## src/rtl/range_norm_pkg.sv

```systemverilog
// Shared definitions for the range normaliser: FSM/lock encodings, default
// window parameters and the signed shift-count width helper.
package range_norm_pkg;

  typedef enum logic [1:0] {
    IDLE  = 2'd0,
    SHIFT = 2'd1,
    DONE  = 2'd2
  } state_e;

  // Once a direction has been taken the opposite one is forbidden; this
  // is what bounds the iteration without relying on MAX_SHIFT alone.
  typedef enum logic [1:0] {
    LOCK_NONE  = 2'd0,
    LOCK_LEFT  = 2'd1,
    LOCK_RIGHT = 2'd2
  } lock_e;

  localparam int unsigned DEF_W         = 8;
  localparam int unsigned DEF_LO        = 12;
  localparam int unsigned DEF_HI        = 20;
  localparam int unsigned DEF_MAX_SHIFT = 7;

  // Magnitude bits for 0..max_shift plus one sign bit.
  function automatic int unsigned sw_width(input int unsigned max_shift);
    return $clog2(max_shift + 1) + 1;
  endfunction

endpackage

```

## src/rtl/norm_shift_step.sv

```systemverilog
// Single power-of-two step: left shift by one, or right shift by one with
// optional round-half-up. Purely combinational.
module norm_shift_step #(
  parameter int unsigned W = 8
) (
  input  logic [W-1:0] v_i,
  input  logic         dir_right_i,
  input  logic         round_en_i,
  output logic [W-1:0] v_o
);

  logic [W-1:0] half;
  logic [W-1:0] rnd;

  // (v>>1) + v[0] never overflows: v>>1 is at most 2^(W-1)-1.
  assign half = v_i >> 1;
  assign rnd  = W'(round_en_i & v_i[0]);
  assign v_o  = dir_right_i ? (half + rnd) : {v_i[W-2:0], 1'b0};

endmodule

```

## src/rtl/range_normalizer.sv

```systemverilog
// Iterative range reducer: shifts an unsigned operand by powers of two until
// it lands in [LO, HI], reporting a signed shift count and saturation.
// Build option: define RANGE_NORMALIZER_ROUND_EN to round right shifts half up
// instead of truncating.
module range_normalizer
  import range_norm_pkg::*;
#(
  parameter  int unsigned W         = DEF_W,
  parameter  int unsigned LO        = DEF_LO,
  parameter  int unsigned HI        = DEF_HI,
  parameter  int unsigned MAX_SHIFT = DEF_MAX_SHIFT,
  localparam int unsigned SW        = sw_width(MAX_SHIFT)
) (
  input  logic          clk,
  input  logic          rst,
  input  logic          in_valid,
  output logic          in_ready,
  input  logic [W-1:0]  x_i,
  output logic          out_valid,
  input  logic          out_ready,
  output logic [W-1:0]  x_scaled_o,
  output logic [SW-1:0] shift_cnt_o,
  output logic          sat_o
);

`ifdef RANGE_NORMALIZER_ROUND_EN
  localparam logic ROUND_EN = 1'b1;
`else
  localparam logic ROUND_EN = 1'b0;
`endif

  localparam logic [W-1:0]  LO_V  = W'(LO);
  localparam logic [W-1:0]  HI_V  = W'(HI);
  localparam logic [SW-1:0] MAX_V = SW'(MAX_SHIFT);
  localparam logic [SW-1:0] ONE   = SW'(1);

  state_e        state_q, state_d;
  lock_e         lock_q, lock_d;
  logic [W-1:0]  v_q, v_d;
  logic [SW-1:0] cnt_q, cnt_d;
  logic [W-1:0]  xo_q, xo_d;
  logic [SW-1:0] co_q, co_d;
  logic          sat_q, sat_d;
  logic          ov_q, ov_d;
  logic          ir_q, ir_d;

  logic          need_right;
  logic          need_left;
  logic [SW-1:0] cnt_abs;
  logic          at_limit;
  logic [W-1:0]  step_v;

  // Shift requirements for the current working value, honouring the lock.
  assign need_right = (v_q > HI_V) && (lock_q != LOCK_LEFT);
  assign need_left  = (v_q < LO_V) && (lock_q != LOCK_RIGHT);
  assign cnt_abs    = cnt_q[SW-1] ? (~cnt_q + ONE) : cnt_q;
  assign at_limit   = (cnt_abs == MAX_V);

  norm_shift_step #(
    .W (W)
  ) u_step (
    .v_i         (v_q),
    .dir_right_i (need_right),
    .round_en_i  (ROUND_EN),
    .v_o         (step_v)
  );

  // Next-state, datapath and registered-output logic.
  always_comb begin
    state_d = state_q;
    lock_d  = lock_q;
    v_d     = v_q;
    cnt_d   = cnt_q;
    xo_d    = xo_q;
    co_d    = co_q;
    sat_d   = sat_q;

    unique case (state_q)
      IDLE: begin
        if (in_valid && ir_q) begin
          v_d     = x_i;
          cnt_d   = '0;
          lock_d  = LOCK_NONE;
          state_d = SHIFT;
        end
      end
      SHIFT: begin
        if (v_q == '0) begin
          xo_d    = '0;
          co_d    = '0;
          sat_d   = 1'b1;
          state_d = DONE;
        end else if (need_right || need_left) begin
          if (at_limit) begin
            xo_d    = v_q;
            co_d    = cnt_q;
            sat_d   = 1'b1;
            state_d = DONE;
          end else begin
            v_d    = step_v;
            cnt_d  = need_right ? (cnt_q - ONE) : (cnt_q + ONE);
            lock_d = need_right ? LOCK_RIGHT : LOCK_LEFT;
          end
        end else begin
          xo_d    = v_q;
          co_d    = cnt_q;
          sat_d   = 1'b0;
          state_d = DONE;
        end
      end
      DONE: begin
        if (ov_q && out_ready) begin
          state_d = IDLE;
        end
      end
      default: state_d = IDLE;
    endcase

    ov_d = (state_d == DONE);
    ir_d = (state_d == IDLE);
  end

  // State and output registers; reset discards any operand in flight.
  always_ff @(posedge clk) begin
    if (rst) begin
      state_q <= IDLE;
      lock_q  <= LOCK_NONE;
      v_q     <= '0;
      cnt_q   <= '0;
      xo_q    <= '0;
      co_q    <= '0;
      sat_q   <= 1'b0;
      ov_q    <= 1'b0;
      ir_q    <= 1'b1;
    end else begin
      state_q <= state_d;
      lock_q  <= lock_d;
      v_q     <= v_d;
      cnt_q   <= cnt_d;
      xo_q    <= xo_d;
      co_q    <= co_d;
      sat_q   <= sat_d;
      ov_q    <= ov_d;
      ir_q    <= ir_d;
    end
  end

  assign in_ready    = ir_q;
  assign out_valid   = ov_q;
  assign x_scaled_o  = xo_q;
  assign shift_cnt_o = co_q;
  assign sat_o       = sat_q;

endmodule

```

## config.mk

```make
export PLATFORM = sky130hd
export DESIGN_NAME = range_normalizer
export DESIGN_NICKNAME = d
export VERILOG_FILES = /design/src/rtl/range_norm_pkg.sv /design/src/rtl/norm_shift_step.sv /design/src/rtl/range_normalizer.sv
export SDC_FILE = /design/constraint.sdc
export NUM_CORES = 1
export LEC_CHECK = 0
export CORE_ASPECT_RATIO = 0.6
export CORE_MARGIN = 1
export CORE_UTILIZATION = 25
export CTS_CLUSTER_DIAMETER = 200
export DETAILED_ROUTE_END_ITERATION = 10
export GPL_ROUTABILITY_DRIVEN = 0
export SYNTH_ARGS = -nofsm -noshare
export SYNTH_HDL_FRONTEND = slang
export SYNTH_SLANG_ARGS = --single-unit
```

## constraint.sdc

```tcl
create_clock -name clk -period 4.15 [get_ports clk]
set_clock_uncertainty 0.15 [all_clocks]
set_input_delay 0.83 -clock clk [delete_from_list [all_inputs] [get_ports clk]]
set_output_delay 0.83 -clock clk [all_outputs]
set_load 0.03 [all_outputs]
```

==> impl_results.md, run 1 <==
- Run status: finished, final reports clean
- R2R Path Start: v_q[4]$_SDFFE_PP0P_
- Total power: 1.52 mW
- Met1 wire length: 2140 um
- Startpoint Class: flop
- CTS Buf Count: 5
- Post-synth ARST share: 0%
- Final Setup Violations: 0
- Syn nets: 191
- Nets: 220
- # IOs: 27
- Post-route ant nets: 0
- Mapped Cells: 175
- Root buffer cell: clkbuf_8
- # DRC: 0
- Area of the core: roughly 5700 um^2
- Cell Count Post-Placement: 277
- Post-CTS sizing: 0
- First-pass GRT wire length: 6380 um
- Post-DP Area: 1860 um^2
- Slew @ Worst Pin: between 700 and 800 ps
- PD cells: roughly 780 nW/um^2
- CP endpoint kind: flop
- Hold wc startpoint: shift_cnt_o[3]$_SDFFE_PP0P_
- EDFF count, synth: 0
- DP Worst Slack: 1030 ps
- Seq cells post-synth: 31
- # clock sinks: 31
- Worst setup margin: 989 ps
- Fmax: 316 MHz
- Post-CTS Setup Bufs: 0
- Final worst path period share: 76.2%
- Crit-path max FO: 8
- Filler cells: approximately 600
- Yosys warns: 0
- Initial antenna violation count: 0
- Row cnt: 21
- Vias in the first global route: 1218
- Die W: 102 um
- Overflow after GRT: 0
- P_leak: 0.701 nW
- Synth-to-layout area growth: 30.3%
- Iter 0 DRT Violations: a little under 90
- Synth Cell Area: roughly 1500 um^2
- Commonest non-fill, non-tap cell in the layout: dfxtp_1
- Bufs on Longest Clock Path: 2
- HPWL Detailed: approximately 2700 um
- Primary FF master, synth: dfxtp_1
- DRT Wirelength: about 3800 um
- Max layer used: met4
- CP cell instances: or4_4 > and2_1 > nand2_1 > inv_1 > ha_1 > a21o_1 > a21oi_1 > a21oi_1 > or4_1 > o21ai_0
- Routed vias: 1337
- Initial core utilization: a little over a quarter
- Max incr delay on CP: between 500 and 600 ps
- Synth Area per Inst: 8.58 um^2
- CTS tree: yes
- I/O Buffers: 26
- Metal3 WL: 229 um
- First-pass detailed-route iteration total: 4
- WS Path Type: reg -> reg
- RSZ-0062 raised after global routing: false
- WL/cell: 13.4 um
- Final number of hold-violating endpoints: 0
- H-tree level count: 2
- Die area: 6330 um^2
- Slew Limit Headroom: 47.2%
- Unique masters post-synth: 36
- Layout Cells excl Fill: 285
- Die height: 62.0 um
- Post-synthesis sequential area ratio: between 40% and 50%
- Gr usage total: 14.1%
- Setup TNS Final: 0 ps
- Critical Path Start: v_q[4]$_SDFFE_PP0P_
- DR WL met2: 1410 um
- Most frequent cells in the layout: dfxtp_1, clkdlybuf4s50_1, nand2_1
- VDD IR max: 323 uV
- Hold_buf cts: 0
- Final non-filler cell area: 1960 um^2
- Critical path's slowest cell: or4_4
- Worst EP required: 4220 ps
- Critical Path Most Common Cell: a21oi_1
- Diodes inserted: 0
- Tmin final: approximately 3200 ps
- Hold Path Class: reg -> reg
- Worst-path clk slew: about 70 ps
- DR vias/cell: around 4.7
- Max-cap violations: 0
- Largest net degree at the start of global routing: 19
- Max Transition Viols Final: 0
- Layout cells sized above 1: 7.32%
- Worst skew pair latency: 290 ps
- Critical path arrival: 3240 ps
## cells in the mapped netlist (2+ instances only)
| cell | number | area share (%) |
|---|---|---|
| nor4_1 | 2 | 0.83 |
| nand2_1 | 24 | 6.0 |
| nand3_1 | 6 | 2.0 |
| nor2_1 | 21 | 5.3 |
| a221o_1 | 3 | 2.0 |
| and2_1 | 3 | 1.3 |
| clkbuf_1 | 6 | 1.5 |
| inv_1 | 5 | 1.3 |
| a221oi_1 | 3 | 1.8 |
| xor2_1 | 2 | 1.2 |
| ha_1 | 3 | 2.5 |
| nand2b_1 | 7 | 2.9 |
| mux2i_1 | 9 | 6.0 |
| nor3_1 | 3 | 1.0 |
| o21ai_0 | 3 | 1.0 |
| a211oi_1 | 3 | 1.5 |
| dfxtp_1 | 31 | 41 |
| a21oi_1 | 21 | 7.0 |
| o211ai_1 | 3 | 1.5 |
## cell type report
class,instances,area [um^2],area share (%)
Multi-Input combinational cell,132,835,42.6
Sequential cell,31,621,31.7
Timing Repair Buffer,29,283,14.5
Clock buffer,8,100,5.12
Tap cell,80,100,5.12
Inverter,5,18.8,0.959
## final timing paths
check | end | slack, ps | depth (start not counted)
min reg2reg | shift_cnt_o[3]$_SDFFE_PP0P_ | 320 | 2
min | shift_cnt_o[3]$_SDFFE_PP0P_ | 320 | 2
max | cnt_q[3]$_SDFFE_PP0P_ | 990 | 10
max reg2reg | cnt_q[3]$_SDFFE_PP0P_ | 990 | 10
## power breakdown
group / switching (mW) / leakage (nW) / total [mW] / internal, mW
combinational: 0.458 / 0.397 / 0.775 / 0.318
sequential: 0.105 / 0.252 / 0.477 / 0.373
clock: 0.115 / 0.0515 / 0.266 / 0.151
## per-stage QoR
| step | utilization, % | hold slack (ps) |
|---|---|---|
| floorplan | - | 290 |
| global placement | 32.7 | 306 |
| detailed placement | 32.7 | 311 |
| CTS | 34.5 | 322 |
| global route | 34.5 | 339 |
| finish | 34.5 | 318 |
## critical path, delay by kind of cell, from the launching register on
family                     cells  cell delay, ps
AOI/OAI and AO/OA              4             650
DFF                            1             350
buffers and inverters          1             220
and+or+nand+nor                4            1430
adders and majority gates      1             310
## sequential cells by signal, summed over array words and instances, names as in the netlist
| name | cells |
|---|---|
| v_q | 8 |
| in_ready | 1 |
| state_q | 2 |
| cnt_q | 4 |
| sat_o | 1 |
| shift_cnt_o | 4 |
| x_scaled_o | 8 |
| lock_q | 2 |
| out_valid | 1 |
## layer usage
metal / track usage [%] / vias up
met4: 6.12 / 0
met3: 4.25 / 5
met1: 21.6 / 609
met5: 0 / -
met2: 17.4 / 39
li1: - / 684
## kinds of logic (layout without fill, tap and decap cells)
family | after synthesis | after routing | share of synthesized area, %
flops | 31 | 31 | 41.3
xor+xnor | 3 | 3 | 1.75
simple gates | 71 | 71 | 21.8
buf+inv | 12 | 42 | 3.08
fa+ha+maj | 4 | 4 | 3.83
mux | 10 | 10 | 6.75
compound gates | 44 | 44 | 21.5
Power figures use the tool's default switching activity.
==> inputs of run 2 (changes only) <==
- clock period: 4.15 -> 2.8 ns (I/O delays scaled with it)
==> run 2 against run 1 <==
Compared with the run above: flip-flop and latch count stayed put; largest cell class unchanged; core utilization is 0.77 points higher; worst setup slack worse by 870 ps; sequential share of layout area is 0.63 points lower; global-route usage is 0.34 points lower; non-clock buffer count is 8 higher; total power is 53% higher; critical path type unchanged.
==> impl_results.md, run 2 (synthesized netlist as in run 1, its figures left out) <==
- Worst setup margin: 120 ps
- Most Crowded Layer GR: met1
- GR Util met3: between 4 and 5%
- # IOs: 27
- Final number of hold-violating endpoints: 0
- Iter 0 DRT Violations: slightly below 80
- CTS tree: yes
- Total power: 2.32 mW
- Worst-path clk slew: ~60 ps
- WS Path Type: reg -> reg
- PD cells: 1160 nW/um^2
- I/O Buffers: 26
- DRT Wirelength: around 3900 um
- WL/cell: 13.2 um
- Slew Limit Headroom: 67.2%
- Final Setup Violations: 0
- First-pass GRT wire length: 6450 um
- Vias in the first global route: 1301
- Die height: 62.0 um
- Initial core utilization: 26.5%
- Hold Path Class: reg -> reg
- Final worst path period share: 95.7%
- Startpoint Class: flop
- Routed vias: 1365
- # DRC: 0
- Tmin final: 2680 ps
- Overflow after GRT: 0
- DR vias/cell: ~4.7
- HPWL Detailed: 2730 um
- GR met1 Demand/Resource: 20.4%
- Worst EP required: approximately 2900 ps
- Gr usage total: 13.8%
- Nets: 228
- Post-route ant nets: 0
- Layout Utilization: 35.3%
- R2r worst-path depth: 10
- Post-CTS Setup Bufs: 0
- CP endpoint kind: flop
- VDD IR max: approximately 500 uV
- Area of the core: 5680 um^2
- Initial antenna violation count: 0
- Max-cap violations: 0
- R2R setup slack: 120 ps
- Fmax: 373 MHz
- Crit-path max FO: 6
- Max Transition Viols Final: 0
- Slew @ Worst Pin: between 400 and 500 ps
- DP Worst Slack: 111 ps
- Commonest non-fill, non-tap cell in the layout: dfxtp_1
- Run status: finished, final reports clean
- # clock sinks: 31
- Post-CTS sizing: 0
- Hold path cells: 2
- CTS Buf Count: 5
- H-tree level count: 2
- Largest net degree at the start of global routing: 20
- GRT met2 Usage: a little under a fifth
- First-pass detailed-route iteration total: 5
- P_leak: ~0.73 nW
- Layout cells sized above 1: 11.8%
- Worst skew pair latency: 280 ps
- Hold_buf cts: 0
- Die W: 102 um
- Diodes inserted: 0
- Row cnt: 21
- Bufs on Longest Clock Path: 2
- Die area: around 6300 um^2
- Root buffer cell: clkbuf_8
- Synth-to-layout area growth: 33.3%
- Most frequent cells in the layout: dfxtp_1, clkdlybuf4s50_1, nand2_1
- Critical path arrival: 2740 ps
[run 2: changes by cell type in the layout (fill, tap and decap cells not counted), sizes merged]
cell	previous run	this run
buf	3	11
clkbuf	8	6
[run 2: worst max-delay path: stages, from the launching register on]
cell	delay, ps
dfxtp_1	350
or4_4	560
and2_1	160
nand2_1	90
inv_2	70
ha_1	270
a21o_1	180
a21oi_2	200
a21oi_1	100
or4_1	380
o21ai_0	80
[run 2: area by class of cell]
type / count / area (um^2)
Tap cell: 80 / 100
Clock buffer: 6 / 72.6
Timing Repair Buffer: 37 / 343
Inverter: 5 / 18.8
Multi-Input combinational cell: 132 / 845
Fill cell: 610 / 3670
Sequential cell: 31 / 622
[run 2: path summary, 6_finish.rpt]
kind                                                   from                          end
worst min register to register  shift_cnt_o[1]$_SDFFE_PP0P_  shift_cnt_o[1]$_SDFFE_PP0P_
worst min-delay path            shift_cnt_o[1]$_SDFFE_PP0P_  shift_cnt_o[1]$_SDFFE_PP0P_
worst max register to register          v_q[4]$_SDFFE_PP0P_        cnt_q[3]$_SDFFE_PP0P_
worst max-delay path                    v_q[4]$_SDFFE_PP0P_        cnt_q[3]$_SDFFE_PP0P_
[run 2: power breakdown]
part,internal [mW],total [mW],switching [mW]
clock network,0.165,0.322,0.157
logic,0.576,1.30,0.722
registers,0.554,0.700,0.146
total,1.30,2.32,1.03
[run 2: per-stage QoR]
step / hold slack, ps / instance area [um^2] / std cells / TNS, ps
after floorplan: 290 / 1510 / 175 / 0
after global placement: 306 / 1920 / 285 / 0
after detailed placement: 310 / 1920 / 285 / 0
after CTS: 321 / 1990 / 291 / 0
after global routing: 335 / 2000 / 291 / -0.0593
final: 319 / 2000 / 291 / 0
[run 2: layer usage]
layer,share of wire [%],wire length (um)
met1,57,2180
met2,37,1420
met3,6.0,232
met4,0.49,19
met5,0,0
==> inputs of run 3 (changes only) <==
- CORE_MARGIN: 1 -> default
==> results of run 3 <==
No change in the layout: final DEF, timing and power equal those of run 2.
